**src/rtl/bcd_pkg.sv**
```systemverilog
// rtl/bcd_pkg.sv - shared BCD codes, FSM state encoding and digit classification types
package bcd_pkg;

    // Digit code driven by the display path for an unlit position
    localparam logic [3:0] BCD_BLANK     = 4'hF;
    // Largest legal decimal digit code
    localparam logic [3:0] BCD_MAX_DIGIT = 4'd9;

    typedef enum logic [1:0] {
        ST_IDLE = 2'd0,
        ST_CONV = 2'd1,
        ST_DONE = 2'd2
    } bcd_state_e;

    typedef struct packed {
        logic       is_digit;
        logic       is_leading_blank;
        logic       is_error;
        logic [3:0] value;
    } digit_class_t;

    // True for codes 0..9
    function automatic logic is_bcd_digit(input logic [3:0] code);
        return code <= BCD_MAX_DIGIT;
    endfunction

endpackage

```
**src/rtl/bcd_to_b16_if.sv**
```systemverilog
// rtl/bcd_to_b16_if.sv - request/result bundle between digit-entry logic and the converter
interface bcd_to_b16_if #(
    parameter int N_DIGITS = 5,
    parameter int OUT_W    = 16
);
    logic                  start;
    logic [4*N_DIGITS-1:0] bcd_in;
    logic                  busy;
    logic                  done;
    logic [OUT_W-1:0]      result;
    logic                  overflow;
    logic                  invalid;

    modport master (
        output start, bcd_in,
        input  busy, done, result, overflow, invalid
    );

    modport slave (
        input  start, bcd_in,
        output busy, done, result, overflow, invalid
    );
endinterface

```
**src/rtl/bcd_digit_classify.sv**
```systemverilog
// rtl/bcd_digit_classify.sv - classifies one BCD code given whether a real digit was already seen
module bcd_digit_classify
    import bcd_pkg::*;
#(
    parameter logic [3:0] BLANK_CODE = BCD_BLANK
) (
    input  logic [3:0]   code,
    input  logic         seen_digit,
    output digit_class_t cls
);

    // Decimal digits pass through; blanks are zero until a digit appears, then illegal
    always_comb begin
        cls = '0;
        if (is_bcd_digit(code)) begin
            cls.is_digit = 1'b1;
            cls.value    = code;
        end else if (code == BLANK_CODE) begin
            cls.is_leading_blank = ~seen_digit;
            cls.is_error         = seen_digit;
        end else begin
            cls.is_error = 1'b1;
        end
    end

endmodule

```
**src/rtl/bcd_to_b16.sv**
```systemverilog
// rtl/bcd_to_b16.sv - sequential BCD-to-binary converter, one digit per cycle, MS digit first
module bcd_to_b16
    import bcd_pkg::*;
#(
    parameter int         N_DIGITS   = 5,
    parameter int         OUT_W      = 16,
    parameter logic [3:0] BLANK_CODE = BCD_BLANK
) (
    input  logic         clk,
    input  logic         rst_n,
    bcd_to_b16_if.slave  bus
);

    localparam int ACC_W = $clog2(10 ** N_DIGITS);
    localparam int IDX_W = $clog2(N_DIGITS + 1);
    localparam int SR_W  = 4 * N_DIGITS;
    localparam int CMP_W = ((ACC_W > OUT_W) ? ACC_W : OUT_W) + 1;

    localparam logic [IDX_W-1:0] LAST_IDX = IDX_W'(N_DIGITS - 1);
    localparam logic [CMP_W-1:0] SAT_LIM  = (CMP_W'(1) << OUT_W) - CMP_W'(1);

    bcd_state_e       state_q;
    bcd_state_e       state_nxt;

    logic [SR_W-1:0]  shift_q;
    logic [IDX_W-1:0] idx_q;
    logic [ACC_W-1:0] acc_q;
    logic             seen_q;
    logic             err_q;

    logic [OUT_W-1:0] result_q;
    logic             ovf_q;
    logic             inv_q;

    digit_class_t     cls;
    logic [ACC_W-1:0] acc_nxt;
    logic             seen_nxt;
    logic             err_nxt;
    logic             last_digit;

    logic [OUT_W-1:0] fin_result;
    logic             fin_ovf;
    logic             fin_inv;

    logic             busy_c;
    logic             done_c;

    bcd_digit_classify #(
        .BLANK_CODE (BLANK_CODE)
    ) u_classify (
        .code       (shift_q[SR_W-1 -: 4]),
        .seen_digit (seen_q),
        .cls        (cls)
    );

    assign last_digit = (idx_q == LAST_IDX);
    assign seen_nxt   = seen_q | cls.is_digit;
    assign err_nxt    = err_q | cls.is_error;

    // Accumulate acc*10 + digit with shifts; a leading blank keeps the running value at zero
    always_comb begin
        acc_nxt = (acc_q << 3) + (acc_q << 1) + ACC_W'(cls.value);
        if (cls.is_leading_blank) begin
            acc_nxt = '0;
        end
    end

    // Final value after the last digit: error beats overflow beats plain result
    always_comb begin
        fin_result = OUT_W'(acc_nxt);
        fin_ovf    = 1'b0;
        fin_inv    = 1'b0;
        if (err_nxt) begin
            fin_result = '0;
            fin_inv    = 1'b1;
        end else if (CMP_W'(acc_nxt) > SAT_LIM) begin
            fin_result = '1;
            fin_ovf    = 1'b1;
        end
    end

    // State register
    always_ff @(posedge clk) begin
        if (!rst_n) begin
            state_q <= ST_IDLE;
        end else begin
            state_q <= state_nxt;
        end
    end

    // Next state: start only matters in IDLE, DONE lasts a single cycle
    always_comb begin
        state_nxt = state_q;
        case (state_q)
            ST_IDLE: if (bus.start)  state_nxt = ST_CONV;
            ST_CONV: if (last_digit) state_nxt = ST_DONE;
            ST_DONE: state_nxt = ST_IDLE;
            default: state_nxt = ST_IDLE;
        endcase
    end

    // Status outputs decoded from the state
    always_comb begin
        busy_c = 1'b0;
        done_c = 1'b0;
        case (state_q)
            ST_CONV: busy_c = 1'b1;
            ST_DONE: done_c = 1'b1;
            default: ;
        endcase
    end

    // Digit shift register, index, accumulator and held result registers
    always_ff @(posedge clk) begin
        if (!rst_n) begin
            shift_q  <= '0;
            idx_q    <= '0;
            acc_q    <= '0;
            seen_q   <= 1'b0;
            err_q    <= 1'b0;
            result_q <= '0;
            ovf_q    <= 1'b0;
            inv_q    <= 1'b0;
        end else begin
            case (state_q)
                ST_IDLE: begin
                    if (bus.start) begin
                        shift_q <= bus.bcd_in;
                        idx_q   <= '0;
                        acc_q   <= '0;
                        seen_q  <= 1'b0;
                        err_q   <= 1'b0;
                    end
                end
                ST_CONV: begin
                    shift_q <= shift_q << 4;
                    idx_q   <= idx_q + IDX_W'(1);
                    acc_q   <= acc_nxt;
                    seen_q  <= seen_nxt;
                    err_q   <= err_nxt;
                    if (last_digit) begin
                        result_q <= fin_result;
                        ovf_q    <= fin_ovf;
                        inv_q    <= fin_inv;
                    end
                end
                default: ;
            endcase
        end
    end

    assign bus.busy     = busy_c;
    assign bus.done     = done_c;
    assign bus.result   = result_q;
    assign bus.overflow = ovf_q;
    assign bus.invalid  = inv_q;

endmodule

```
**src/flat_wrapper.sv**
```systemverilog
// flat-port wrapper written by rule: the top's interface ports become plain ports
module bcd_to_b16_flat import bcd_pkg::*;
#(
    parameter int         N_DIGITS   = 5,
    parameter int         OUT_W      = 16,
    parameter logic [3:0] BLANK_CODE = BCD_BLANK
)
  (clk, rst_n, bus_start, bus_bcd_in, bus_busy, bus_done, bus_result, bus_overflow, bus_invalid);
  bcd_to_b16_if #(.N_DIGITS(N_DIGITS), .OUT_W(OUT_W)) bus_i ();
  input  logic clk;
  input  logic rst_n;
  input wire logic [$bits(bus_i.start)-1:0] bus_start;
  input wire logic [$bits(bus_i.bcd_in)-1:0] bus_bcd_in;
  output wire logic [$bits(bus_i.busy)-1:0] bus_busy;
  output wire logic [$bits(bus_i.done)-1:0] bus_done;
  output wire logic [$bits(bus_i.result)-1:0] bus_result;
  output wire logic [$bits(bus_i.overflow)-1:0] bus_overflow;
  output wire logic [$bits(bus_i.invalid)-1:0] bus_invalid;
  assign bus_i.start = bus_start;
  assign bus_i.bcd_in = bus_bcd_in;
  assign bus_busy = bus_i.busy;
  assign bus_done = bus_i.done;
  assign bus_result = bus_i.result;
  assign bus_overflow = bus_i.overflow;
  assign bus_invalid = bus_i.invalid;
  bcd_to_b16 #(.N_DIGITS(N_DIGITS), .OUT_W(OUT_W), .BLANK_CODE(BLANK_CODE)) u_core (.clk(clk), .rst_n(rst_n), .bus(bus_i));
endmodule
```
**config.mk**
```make
export PLATFORM = sky130hd
export DESIGN_NAME = bcd_to_b16_flat
export DESIGN_NICKNAME = d
export VERILOG_FILES = /design/src/rtl/bcd_pkg.sv /design/src/rtl/bcd_to_b16_if.sv /design/src/rtl/bcd_digit_classify.sv /design/src/rtl/bcd_to_b16.sv /design/src/flat_wrapper.sv
export SDC_FILE = /design/constraint.sdc
export NUM_CORES = 1
export LEC_CHECK = 0
export ABC_AREA = 1
export BUFFER_PORTS_ARGS = -buffer_cell sky130_fd_sc_hd__buf_4
export CAP_MARGIN = 20
export CORE_MARGIN = 10
export CORE_UTILIZATION = 63
export DETAILED_ROUTE_END_ITERATION = 10
export GPL_ROUTABILITY_DRIVEN = 0
export PLACE_DENSITY = 0.85
export SETUP_SLACK_MARGIN = 0.02
export SYNTH_ARGS = -nofsm -noshare
export SYNTH_HDL_FRONTEND = slang
export SYNTH_SLANG_ARGS = --single-unit
```
**constraint.sdc**
```tcl
create_clock -name clk -period 5.1 [get_ports clk]
set_input_delay 1.53 -clock clk [delete_from_list [all_inputs] [get_ports clk]]
set_output_delay 1.53 -clock clk [all_outputs]
set_load 0.02 [all_outputs]
```
[Word-level counts from Yosys, hierarchy flattened]
Index checks and enable logic that the tools add are counted.
Cells by class
  $add $sub $neg: 3
  equal/unequal tests: 6
  bitwise logic cells: 3
  reductions and logical operators: 5
  magnitude comparators: 2
  mux-type cells: 25
Operators by type and width (number)
  16-bit 2-to-1 mux: 3
  20-bit one-hot mux with 2 select lines: 1
  16-bit one-hot mux with 2 select lines: 1
  20-bit 2-to-1 mux: 1
  17-bit adder: 1
  17-bit by 4-bit adder with 17-bit output: 1
  17-bit by 16-bit greater-than comparator with 1-bit output, second input constant: 1
  17-bit 2-to-1 mux: 1
  1-bit 2-to-1 mux: 9
  2-bit 2-to-1 mux: 3
  3-bit one-hot mux with 2 select lines: 1
  2-bit AND reduction: 3
  4-bit equality test, second input constant: 1
  4-bit less-or-equal comparator, second input constant: 1
  4-bit 2-to-1 mux: 1
  1-bit one-hot mux with 2 select lines: 2
  2-bit one-hot mux with 2 select lines: 1
  3-bit by 1-bit adder with 3-bit output, second input constant: 1
  3-bit equality test, second input constant: 1
  3-bit 2-to-1 mux: 1
  2-bit by 1-bit equality test with 1-bit output, second input constant: 1
  2-bit equality test, second input constant: 1
  2-bit zero test: 1
  2-bit by 1-bit != test with 1-bit output, second input constant: 1
  4 further kinds: 5
Word-level totals
  flip-flop bits (word level): 61
  word-level logic and storage cells: 53
  input bits: 23
  output and inout port bits: 20

[Depth between registers and ports, before layout]
Gate-level depths: netlist of run 1.
  depth in word-level cells: 7
  mapped depth: 16
  mapped depth without buffers: 16

[Cells and area by module]
From an unflattened synthesis of run 1, not the netlist that was laid out.
Unflattened totals
  cell total of the unflattened synthesis: 507
  area, all modules: 3543.4 µm²
By module, submodules not included
  bcd_to_b16: cells each 494, instances 1, area an instance 3480.8 µm², sequential area each 1221.2 µm²
  bcd_digit_classify: cells each 13, instances 1, area an instance 62.6 µm², sequential area each 0.0 µm²

[Worst setup path before layout of run 1]
OpenSTA, ideal clock, no wires.
  path kind: register -> register
  from: register u_core.shift_q[19]
  to: register u_core.result_q[10], in the netlist u_core.bus.result[10]
  data required time: 5.030 ns
  stages on the path, launching flop included: 15
  buffers on the path: 1
  arrival: 2.478 ns
  setup slack: 2.552 ns
  library setup time: 0.070 ns
  clock period less this slack: 2.548 ns
  cell sequence: dfxtp_1 -> o21ai_0 -> inv_1 -> nor2_1 -> fa_1 -> inv_1 -> fa_1 -> inv_1 -> nand2_1 -> nand3_2 -> nand2_1 -> nand3_1 -> nand3_2 -> buf_6 -> a21oi_1
On the way
  longest elaborated chain between the ends: 7
  elaborated cells between the ends (all ways): 12
  classes of those cells: 1 x add/sub; 2 x order compare; 1 x eq/ne; 7 x mux; 1 x bitwise
Ends and longest elaborated chain
  from (decl): RTL line bcd_to_b16.sv:25  | logic [SR_W-1:0] shift_q;
  from (signal assigned): RTL line bcd_to_b16.sv:128  | shift_q <= bus.bcd_in;
  from (signal assigned): RTL line bcd_to_b16.sv:136  | shift_q <= shift_q << 4;
  4-bit less-or-equal comparator or 4-bit equality test (tied branches): RTL line bcd_pkg.sv:24, bcd_digit_classify.sv:18
  4-bit 2-to-1 mux or 1-bit 2-to-1 mux (tied branches): RTL line bcd_digit_classify.sv:15, bcd_digit_classify.sv:18
  17-bit by 4-bit adder with 17-bit output or 2-bit 2-to-1 mux (tied branches): RTL line bcd_to_b16.sv:62, bcd_digit_classify.sv:15
  17-bit 2-to-1 mux: RTL line bcd_to_b16.sv:63  | if (cls.is_leading_blank) begin
  17-bit by 16-bit greater-than comparator with 1-bit output: RTL line bcd_to_b16.sv:76  | end else if (CMP_W'(acc_nxt) > SAT_LIM) begin
  16-bit 2-to-1 mux: RTL line bcd_to_b16.sv:76
  16-bit 2-to-1 mux *: RTL line bcd_to_b16.sv:73  | if (err_nxt) begin
  to (signal assigned): RTL line bcd_to_b16.sv:142  | result_q <= fin_result;
  to (decl): RTL line bcd_to_b16.sv:31  | logic [OUT_W-1:0] result_q;
Every way passes the cells marked *; elsewhere a longest branch is shown, timed or not.
A chain may end at the register's enable or synchronous reset.

[Final worst setup path of run 1]
  from: register u_core.shift_q[19]
  to: register u_core.result_q[14], in the netlist u_core.bus.result[14]
Same word-level chain as after synthesis.

==> reports/metrics.yaml, run 1 <==
clocking:
  clk_path_buf_depth: 2
  path_clk_slew_ps: 70
  clock-sinks: 61
  post-cts-setup-buffer-count: 0
  ctsHoldBuffers: 0
  root_buffer: "clkbuf_8"
  insertion_delay_ps: 330
  cts-resized-gates: 0
  cts_tree: "built"
  cts_made_buffers: 9
  htreeDepth: 3
cells_and_area:
  diodes: 0
  final_nets: 625
  layout_common_cells: "nand2_1 (162), inv_1 (65), dfxtp_1 (61), a21oi_1 (50), nor2_1 (48)"
  syn_to_final_growth_pct: 13.9
  utilization_pct: 74.1
  final_common_cell: "nand2_1"
  post_route_cells_drive_above_1_share_pct: 12.0
worst_setup_path:
  worstReg2RegEnd: "u_core.bus.result[14]"
  cp_max_fo: 17
  crit_slowest_cell: "fa_1"
  worstSetupPathType: "register to register"
  crit_required_ps: 5350
  reg2reg_depth: 15
  critPathArrivalTime_ps: 3360
  worst-path-stages: 15
  r2r_slack_ps: 1990
  r2r_start: "u_core.shift_q[19]"
  crit_family: "simple AND/OR/NAND/NOR gates"
  cp-end-kind: "register"
  critPathLaunchType: "register"
  path_cells: "o21ai_0 > inv_1 > nor2_1 > fa_1 > inv_1 > fa_1 > inv_1 > nand2_1 > nand3_2 > nand2_1 > nand3_1 > nand3_2 > nand2_1 > nor2_1 > nor2_1"
  path_buf_inv: 3
  max_stage_delay_ps: 520
route:
  wl_per_cell_um: 13.6
  viasPerCell: 5.43
  drtAntennaViolNets: 0
  num_vias: 3505
  drt_pass1_iterations: 4
  wl_met2_mm: 4.16
  highest_layer: "met4"
  route.met3.wl_um: 421
  drt-met1-wl_mm: 4.09
  drc: 0
  wirelength_mm: 8.80
  drt_iter0_markers: 286
place:
  post-place-ws_ps: 1880
  port_buffers: 42
  dp_hpwl_mm: 6.69
timing:
  rsz0062_at_grt: "no"
  fin_skew_ps: 11.0
  max_freq_mhz: 322
  relSlewSlack_pct: 52.2
  finalMaxSlewViolations: 0
  fin_ws_ps: 1990
  period_needed_ps: 3110
  timing.final.crit_share_pct: 61.0
  hold_viol: 0
  finalSetupViolCount: 0
  setup_tns_ps: 0
  tightest_slew_ps: 713
die:
  pin_count: 43
  dieHeight_um: 95.6
  core_area_mm2: 0.00554
  die_area_mm2: 0.00915
  rows: 27
  die_w_um: 95.6
  initial_utilization_pct: 65.0
grt:
  grt_use_total_pct: 20.2
  grt_pass1_wl_mm: 15.2
  grt_max_degree: 41
  overflow: 0
  grt_pass1_vias: 3403
  antenna_found_initial: 0
yosys:
  ys_ff_latch: 61
  synthCells: 533
  synth_cell_types: 33
  yosys_warnings: 0
  syn_avg_cell_area_um2: 6.76
  syn_area_mm2: 0.00360
  syn_nets: 588
  ys_seq_area_share_pct: 33.9
min_path:
  min_to: "u_core.shift_q[3]"
  whs_path_depth: 2
  holdCritPathClass: "register to register"
  min_from: "u_core.shift_q[3]"
pwr:
  irDropWorstVdd_mv: 0.183
  p_leak_nw: 2.07
  power.density_mw_per_mm2: 235
status:
  status: "completed"
job:
  drv_cap: 0
[cell usage after synthesis, drive strengths merged]
library cell | number | area share, %
nand2 | 163 | 17
inv | 67 | 7.0
dfxtp | 61 | 34
nor2 | 52 | 5.8
a21oi | 50 | 6.9
nand3 | 31 | 4.6
ha | 30 | 10
nand4 | 14 | 2.4
clkbuf | 13 | 1.4
a22oi | 10 | 2.1
a31oi | 9 | 1.6
o21ai | 8 | 1.1
buf | 6 | 1.0
and2 | 2 | 0.35
clkinv | 2 | 0.21
fa | 2 | 1.1
nand3b | 2 | 0.42
nor3 | 2 | 0.59
o211ai | 2 | 0.56
xor2 | 2 | 0.49
a211oi | 1 | 0.21
a21o | 1 | 0.21
o21a | 1 | 0.21
or2 | 1 | 0.17
xnor2 | 1 | 0.24
[worst max path at each step]
stage / from / end / slack (ps)
4_1_cts: u_core.shift_q[19] / u_core.bus.result[14] / 1970
5_1_grt: u_core.shift_q[17] / u_core.bus.result[15] / 1660
2_1_floorplan: u_core.shift_q[19] / u_core.bus.result[10] / 2550
3_3_place_gp: bus_start / u_core.shift_q[18] / 1960
6_report: u_core.shift_q[19] / u_core.bus.result[14] / 1990
3_5_place_dp: bus_start / u_core.shift_q[8] / 1880
[metrics by stage]
stage                     std cells  hold WS [ps]  power [mW]  cell area (µm²)
after floorplan                 533           436       0.584             3600
after global placement          631           452       0.615             3950
after detailed placement        631           459       0.618             3950
after CTS                       646           468       0.968             4110
after global routing            646           488        1.00             4110
final                           646           464       0.966             4110
[sequential cells by signal, indices dropped and copies added, names as in the netlist]
name / cells
u_core.acc_q: 16
u_core.bus.invalid: 1
u_core.bus.overflow: 1
u_core.bus.result: 16
u_core.err_q: 1
u_core.idx_q: 3
u_core.seen_q: 1
u_core.shift_q: 20
u_core.state_q: 2
[cell families after synthesis]
logic type               after synthesis  share of synthesized area (%)
flip-flops                            61                           33.9
adder cells (fa/ha/maj)               32                           11.5
AO/OA/AOI/OAI                         82                           12.9
buffers and inverters                 88                           9.55
XOR/XNOR                               3                          0.729
AND/OR/NAND/NOR                      267                           31.4
[cell type report]
type	instances	area [µm²]
fillers	467	1440
well taps	72	90.1
clock buffers	13	149
repair buffers	45	338
multi-input cells	384	2040
clock inverters	2	10.0
flip-flops and latches	61	1220
inverters	69	259
[metal layers]
layer / GRT usage [%] / vias to the layer above
met5: 0 / -
met4: 7.86 / 0
met3: 3.46 / 11
met2: 32.9 / 79
met1: 25.9 / 1610
li1: - / 1805
[worst min-delay path: stages, from the launching register on]
cell and delay (ps):
dfxtp_1 310, nand2_1 60, a21oi_1 50
[power breakdown]
group	leakage [nW]	internal (mW)	total (mW)	switching, mW
clock	0.0833	0.186	0.357	0.171
combinational	1.49	0.0390	0.105	0.0664
sequential	0.495	0.492	0.503	0.0110
Power figures use the tool's default switching activity.
==> run 2, diff against run 1 <==
- ABC_AREA: 1 -> 0
- CORE_UTILIZATION: 63 -> 53
- PLACE_DENSITY: 0.85 -> 0.76
- clock period: 5.1 -> 2.8 ns (I/O delays scaled with it)
==> run 2 against run 1 <==
Net effect: the flow now finishes with violations (setup timing); non-clock buffer count up 39; largest power group unchanged; sequential share of layout area down 3.5 points; count of clock-buffer cells in the layout unchanged; sequential cell count unchanged; design area up 14%; synthesized cell count down 18%; critical path depth down 5; routed wire length up 22%; first-iteration DRC count down 12%; fmax up 5.7%; area after synthesis up 3.3%; via count up 3.8%.
==> reports/metrics.yaml, run 2 <==
timing:
  finalSetupViolCount: 22  # +22
  tightest_slew_ps: 640  # -73.0 ps
  max_freq_mhz: 340  # +5.7%
  hold_viol: 0  # unchanged
  period_needed_ps: 2940  # -168 ps
  timing.final.crit_share_pct: 105  # +44 points
  relSlewSlack_pct: 57.4  # +5.2 points
  rsz0062_at_grt: "yes"
  finalMaxSlewViolations: 0  # unchanged
  fin_skew_ps: 11.5  # +0.403 ps
  fin_ws_ps: -142  # -2130 ps
route:
  drc: 0  # unchanged
  wl_per_cell_um: 17.7  # +30%
  drtAntennaViolNets: 0  # unchanged
  num_vias: 3637  # +3.8%
  viasPerCell: 6.02  # +11%
  drt_pass1_iterations: 5  # +1
  drt_iter0_markers: 251  # -12%
  wirelength_mm: 10.7  # +22%
pwr:
  power.density_mw_per_mm2: 418  # +78%
  p_leak_nw: 2.00  # -3.3%
  p_total_mw: 1.96  # +100%
  irDropWorstVdd_mv: 0.429  # +130%
yosys:
  syn_nets: 492  # -16%
  ys_ff_latch: 61  # unchanged
  synthCells: 437  # -18%
  synth_cell_types: 68  # +110%
  netlist_top_cells_count: "dfxtp_1 (61), nor2_1 (60), a21oi_1 (39)"
  yosys-top-cells-area: "dfxtp_1 (33%), ha_1 (10%), nor2_1 (6.1%)"
  yosys.cell_count.top_type: "dfxtp_1"
  synth_top_area_share_pct: 32.8  # -1.1 points
  async_flop_share_pct: 0  # unchanged
  yosys_warnings: 0  # unchanged
  ys_seq_area_share_pct: 32.8  # -1.1 points
  synth_edf_count: 0  # unchanged
  synth_flop_cell: "dfxtp_1"
  syn_area_mm2: 0.00372  # +3.3%
  syn_avg_cell_area_um2: 8.52  # +26%
  synth_top_cell_by_area: "dfxtp_1"
min_path:
  min_to: "u_core.acc_q[15]"
  min_from: "u_core.acc_q[15]"
  whs_path_depth: 2  # unchanged
  holdCritPathClass: "register to register"
cells_and_area:
  post_route_cells_drive_above_1_share_pct: 29.1  # +17 points
  final_common_cell: "buf_4"
  utilization_pct: 68.8  # -5.3 points
  nFillCells: 551  # +18%
  largest_reg_flops: 20  # unchanged
  diodes: 0  # unchanged
  layout_common_cells: "buf_4 (81), nor2_1 (59), dfxtp_1 (58), a21oi_1 (34)"
  top_register: "u_core.shift_q"
  final_nets: 558  # -11%
  syn_to_final_growth_pct: 25.7
grt:
  grt_pass1_wl_mm: 17.0  # +12%
  grt_use_total_pct: 18.7  # -1.5 points
  overflow: 0  # unchanged
  antenna_found_initial: 0  # unchanged
  grt_pass1_vias: 3536  # +3.9%
  grt_max_degree: 32  # -22%
place:
  port_buffers: 42  # unchanged
  dp_hpwl_mm: 7.31  # +9.4%
clocking:
  clock-sinks: 61  # unchanged
  root_buffer: "clkbuf_8"
  cts_made_buffers: 9  # unchanged
  insertion_delay_ps: 350  # +20 ps
  clk_path_buf_depth: 2  # unchanged
  cts_tree: "built"
  htreeDepth: 3  # unchanged
  path_clk_slew_ps: 70  # about the same
die:
  rows: 30  # +11%
  pin_count: 43  # unchanged
  die_area_mm2: 0.0108  # +18%
  initial_utilization_pct: 54.8  # -10 points
  core_area_mm2: 0.00679  # +23%
  dieHeight_um: 104  # +8.5%
  die_w_um: 104  # +8.5%
worst_setup_path:
  crit_path_start: "u_core.shift_q[18]"
  crit_required_ps: 3010  # -2340 ps
  r2r_start: "u_core.shift_q[18]"
  critPathLaunchType: "register"
  crit_slowest_cell: "fa_1"
  worstReg2RegEnd: "u_core.bus.result[15]"
  crit_top_cell: "buf_4"
  crit_family: "compound AO/OA/AOI/OAI gates"
  cp_max_fo: 4  # -13
  worstSetupPathType: "register to register"
  r2r_slack_ps: -140  # -2130 ps
  critPathArrivalTime_ps: 3150  # -210 ps
  cp-end-kind: "register"
  max_stage_delay_ps: 470  # -50 ps
  reg2reg_depth: 10  # -5
  path_cells: "nor3b_4 > fa_1 > buf_4 > ha_4 > a211oi_4 > o21bai_2 > a221o_2 > buf_4 > o311ai_4 > a311oi_2"
  path_buf_inv: 2  # -1
status:
  status: "complete, but fails checks"
  violations: "setup timing"
job:
  drv_cap: 0  # unchanged
[run 2: cell families after synthesis]
| logic type | synth area share [%] |
|---|---|
| multiplexers | 1.92 |
| XOR/XNOR | 2.12 |
| buffers and inverters | 6.12 |
| adder cells (fa/ha/maj) | 11.2 |
| flip-flops | 32.8 |
| AO/OA/AOI/OAI | 28.1 |
| AND/OR/NAND/NOR | 17.8 |
[run 2: how the worst max path moves through the flow]
stage	to	depth (start not counted)	slack [ps]
2_1_floorplan	u_core.bus.result[3]	11	-50
3_3_place_gp	u_core.bus.result[0]	10	-170
3_5_place_dp	u_core.bus.overflow	10	-270
4_1_cts	u_core.bus.result[3]	11	-90
5_1_grt	u_core.bus.result[14]	11	-210
6_report	u_core.bus.result[15]	10	-140
[run 2: layer usage]
metal  share of wire [%]  wire, µm  GRT usage [%]  up-vias
met3                 5.4       581           4.52       28
met1                  44      4670           23.3     1731
met5                   0         0              0        -
li1                    -         -              -     1742
met4                 2.6       277           7.26        0
met2                  48      5170           30.3      136
[run 2: report_power, final]
group          leakage (nW)  internal (mW)  total [mW]  switching (mW)
clock                0.0899          0.436       0.786           0.350
sequential            0.498          0.899       0.927          0.0273
combinational          1.41          0.107       0.243           0.136
[run 2: per-stage QoR]
stage / setup WS [ps] / instances / cell area (µm²) / hold WS [ps] / TNS, ps
floorplan: -53.3 / 437 / 3720 / 450 / -102
global placement: -165 / 578 / 4220 / 472 / -1830
detailed placement: -273 / 578 / 4220 / 488 / -3650
CTS: -89.3 / 599 / 4550 / 497 / -462
global route: -206 / 604 / 4680 / 519 / -3610
finish: -142 / 604 / 4680 / 489 / -1760
[run 2: timing repair]
action	4_1_cts	5_1_grt
setup buffers	5	5
hold buffers	0	0
endpoints found under the setup margin	22	23
pin swaps	13	8
gates resized for setup	22	21
[run 2: tightest hold or removal path, stage by stage (launching register included)]
cell     delay (ps)
dfxtp_1         320
nand3_1          60
o21ai_1          50
[run 2: layout make-up]
type | count | area (µm²) | share of cell area [%]
clock buffer | 13 | 149 | 3.18
sequential | 61 | 1230 | 26.2
tap | 96 | 120 | 2.57
multi-input combinational | 335 | 2440 | 52.2
clock inverter | 3 | 45.0 | 0.963
inverter | 12 | 45.0 | 0.963
timing repair buffer | 84 | 651 | 13.9
==> run 3, diff against run 2 <==
- CELL_PAD_IN_SITES_DETAIL_PLACEMENT: not set -> 2
- CELL_PAD_IN_SITES_GLOBAL_PLACEMENT: not set -> 2
- CORE_UTILIZATION: 53 -> 31
- PLACE_DENSITY: 0.76 -> not set
- PLACE_DENSITY_LB_ADDON: not set -> 0.1
- SYNTH_HIERARCHICAL: not set -> 1
==> run 3 against run 2 <==
Net effect: the run still ends with setup timing left; design area is 6.0% lower; sequential power up 0.6%; clock power barely moved; non-clock buffer count fell by 3; routed wire length is 9.0% higher; highest routed layer unchanged.
==> reports/metrics.yaml, run 3 <==
die:
  initial_utilization_pct: 31.6  # -23 points
  rows: 37  # +23%
  core_area_mm2: 0.0102  # +51%
  dieHeight_um: 122  # +18%
  pin_count: 43  # unchanged
  die_w_um: 122  # +18%
  die_area_mm2: 0.0149  # +39%
worst_setup_path:
  crit_family: "compound AO/OA/AOI/OAI gates"
  crit_required_ps: 3050  # +40 ps
  path_buf_inv: 4  # +2
  cp_max_fo: 5  # +1
  worstSetupEndpoint: "u_core/acc_q[14]"
  crit_top_cell: "buf_4"
  worstReg2RegEnd: "u_core/acc_q[14]"
  r2r_start: "u_core/shift_q[19]"
  crit_path_start: "u_core/shift_q[19]"
  cp-end-kind: "register"
  reg2reg_depth: 14  # +4
  r2r_slack_ps: -240  # -100 ps
  worst-path-stages: 14  # +4
  path_cells: "buf_4 > nor2b_1 > ha_1 > ha_2 > fa_2 > a21o_1 > a221oi_4 > buf_4 > buf_6 > a221oi_4 > nand3_1 > o211ai_1 > buf_4 > a22o_1"
  critPathLaunchType: "register"
  crit_slowest_cell: "fa_2"
  critPathArrivalTime_ps: 3290  # +140 ps
  max_stage_delay_ps: 400  # -70 ps
  worstSetupPathType: "register to register"
cells_and_area:
  final_nets: 504  # -9.7%
  largest_reg_flops: 20  # unchanged
  top_register: "u_core/shift_q"
  syn_to_final_growth_pct: 35.8
  post_route_cells_drive_above_1_share_pct: 32.8  # +3.7 points
  final_common_cell: "buf_4"
  diodes: 0  # unchanged
  utilization_pct: 43.0  # -26 points
  layout_common_cells: "buf_4 (76), dfxtp_1 (58), nand2_1 (54), nor2_1 (32), ha_1 (28)"
yosys:
  synth_xor_area_share_pct: 3.25  # +1.1 points
  synthCells: 374  # -14%
  synth_top_family_by_area: "compound AO/OA/AOI/OAI gates"
  synth_top_area_share_pct: 37.7  # +4.9 points
  muxShareOfSynthArea_pct: 0.309  # -1.6 points
  yosys-top-cells-area: "dfxtp_1 (38%), ha_1 (12%), nand2_1 (6.3%)"
  ys_ff_latch: 61  # unchanged
  yosys.cell_count.top_type: "dfxtp_1"
  ys_seq_area_share_pct: 37.7  # +4.9 points
  synth_compound_area_share_pct: 24.3  # -3.7 points
  yosys_warnings: 6  # +6
  synth_top_cell_by_area: "dfxtp_1"
  async_flop_share_pct: 0  # unchanged
  syn_avg_cell_area_um2: 8.66  # +1.7%
  yosys.area_share.simple_pct: 17.6  # -0.21 points
  synth_edf_count: 0  # unchanged
  synth_cell_types: 51  # -25%
  synth_fa_ha_area_share_pct: 12.8  # +1.7 points
  synth_flop_cell: "dfxtp_1"
  syn_area_mm2: 0.00324  # -13%
  syn_nets: 429  # -13%
  netlist_top_cells_count: "dfxtp_1 (61), nand2_1 (54), nor2_1 (35)"
timing:
  rsz0062_at_grt: "yes"
  finalMaxSlewViolations: 0  # unchanged
  period_needed_ps: 3040  # +97.2 ps
  finalSetupViolCount: 22  # unchanged
  max_freq_mhz: 329  # -3.2%
  hold_viol: 0  # unchanged
  fin_skew_ps: 10.2  # -1.29 ps
  timing.final.crit_share_pct: 109  # +3.5 points
  holdWs_ps: 462  # -27.0 ps
  relSlewSlack_pct: 35.9  # -21 points
  tightest_slew_ps: 954  # +314 ps
  setup_tns_ps: -3660  # -1900 ps
  fin_ws_ps: -239  # -97.2 ps
grt:
  overflow: 0  # unchanged
  grt_pass1_wl_mm: 18.7  # +9.5%
  grt_max_degree: 32  # unchanged
  antenna_found_initial: 0  # unchanged
  grt_use_total_pct: 15.9  # -2.8 points
  grt_pass1_vias: 3538  # +0.057%
clocking:
  clk_path_buf_depth: 2  # unchanged
  insertion_delay_ps: 350  # about the same
  cts_made_buffers: 9  # unchanged
  cts_tree: "built"
  htreeDepth: 3  # unchanged
  clock-sinks: 61  # unchanged
  root_buffer: "clkbuf_8"
  path_clk_slew_ps: 70  # about the same
pwr:
  p_leak_nw: 1.95  # -2.6%
  power.density_mw_per_mm2: 452  # +8.0%
  irDropWorstVdd_mv: 0.199  # -54%
  p_total_mw: 1.99  # +1.6%
status:
  violations: "setup timing"
  status: "complete, but fails checks"
route:
  drtAntennaViolNets: 0  # unchanged
  viasPerCell: 5.32  # -12%
  drt_iter0_markers: 107  # -57%
  drt_pass1_iterations: 4  # -1
  drc: 0  # unchanged
  wl_per_cell_um: 19.8  # +12%
  num_vias: 3140  # -14%
  wirelength_mm: 11.7  # +9.0%
min_path:
  holdCritPathClass: "register to register"
place:
  port_buffers: 42  # unchanged
  dp_hpwl_mm: 8.19  # +12%
job:
  drv_cap: 0  # unchanged
==> run 3: cell types whose count changed after synthesis, moves of 11 or more <==
cell	delta
nor2_1	-25
o221ai_1	-12
a22o_1	+11
a311oi_1	+14
o21a_1	-11
nand2_1	+26
==> run 3: logic make-up (layout without fill, tap and decap cells) <==
| family | after synthesis | count (layout) |
|---|---|---|
| mux | 1 | 1 |
| flops | 61 | 61 |
| fa+ha+maj | 32 | 32 |
| buf+inv | 32 | 112 |
| compound gates | 110 | 110 |
| xor+xnor | 12 | 12 |
| simple gates | 126 | 126 |
==> run 3: routing by layer <==
layer	part of all wire, %	global-route usage, %	vias up
li1	-	-	1499
met2	52	27.7	37
met1	45	18.8	1593
met3	2.4	3.33	11
met4	1.3	5.67	0
met5	0	0	-
==> run 3: repair_timing <==
item / CTS / global route
buffers inserted: 9 / 5
gates resized for setup: 34 / 19
endpoints found under the setup margin: 22 / 26
pin swaps: 23 / 17
hold buffers: 0 / 0
==> run 3: worst register-to-register path, delay by kind of cell (launching register included) <==
kind            cells  cell delay, ps
compound gates      5             910
simple gates        2             260
fa+ha+maj           3             880
buf+inv             4             590
flops               1             320
==> run 3: worst min path at each step <==
stage / slack (ps) / startpoint / cells after the start / end
3_5_place_dp: 460 / u_core/bus.invalid / 2 / u_core/bus.invalid
2_1_floorplan: 440 / u_core/shift_q[12] / 2 / u_core/shift_q[16]
6_report: 460 / u_core/bus.invalid / 2 / u_core/bus.invalid
4_1_cts: 470 / u_core/bus.invalid / 2 / u_core/bus.invalid
5_1_grt: 500 / u_core/bus.result[9] / 2 / u_core/bus.result[9]
3_3_place_gp: 450 / u_core/bus.result[12] / 2 / u_core/bus.result[12]
==> run 3: report_power, final <==
group          switching, mW  internal (mW)  total (mW)
clock                  0.372          0.415       0.787
sequential            0.0260          0.907       0.933
combinational          0.152          0.115       0.267
==> run 3: cell type report <==
class                      count  area, µm²
inverter                      15       56.3
fill                        1149       5830
clock inverter                 3       17.5
timing repair buffer          81        627
sequential                    61       1220
tap                          136        170
multi-input combinational    281       2120
clock buffer                  13        179
==> run 3: metrics by stage <==
step                instances  cell area [µm²]  setup slack, ps
floorplan                 374             3270             41.2
global placement          562             3890             -274
detailed placement        562             3890             -287
CTS                       586             4270             -212
global route              590             4400             -368
finish                    590             4400             -239
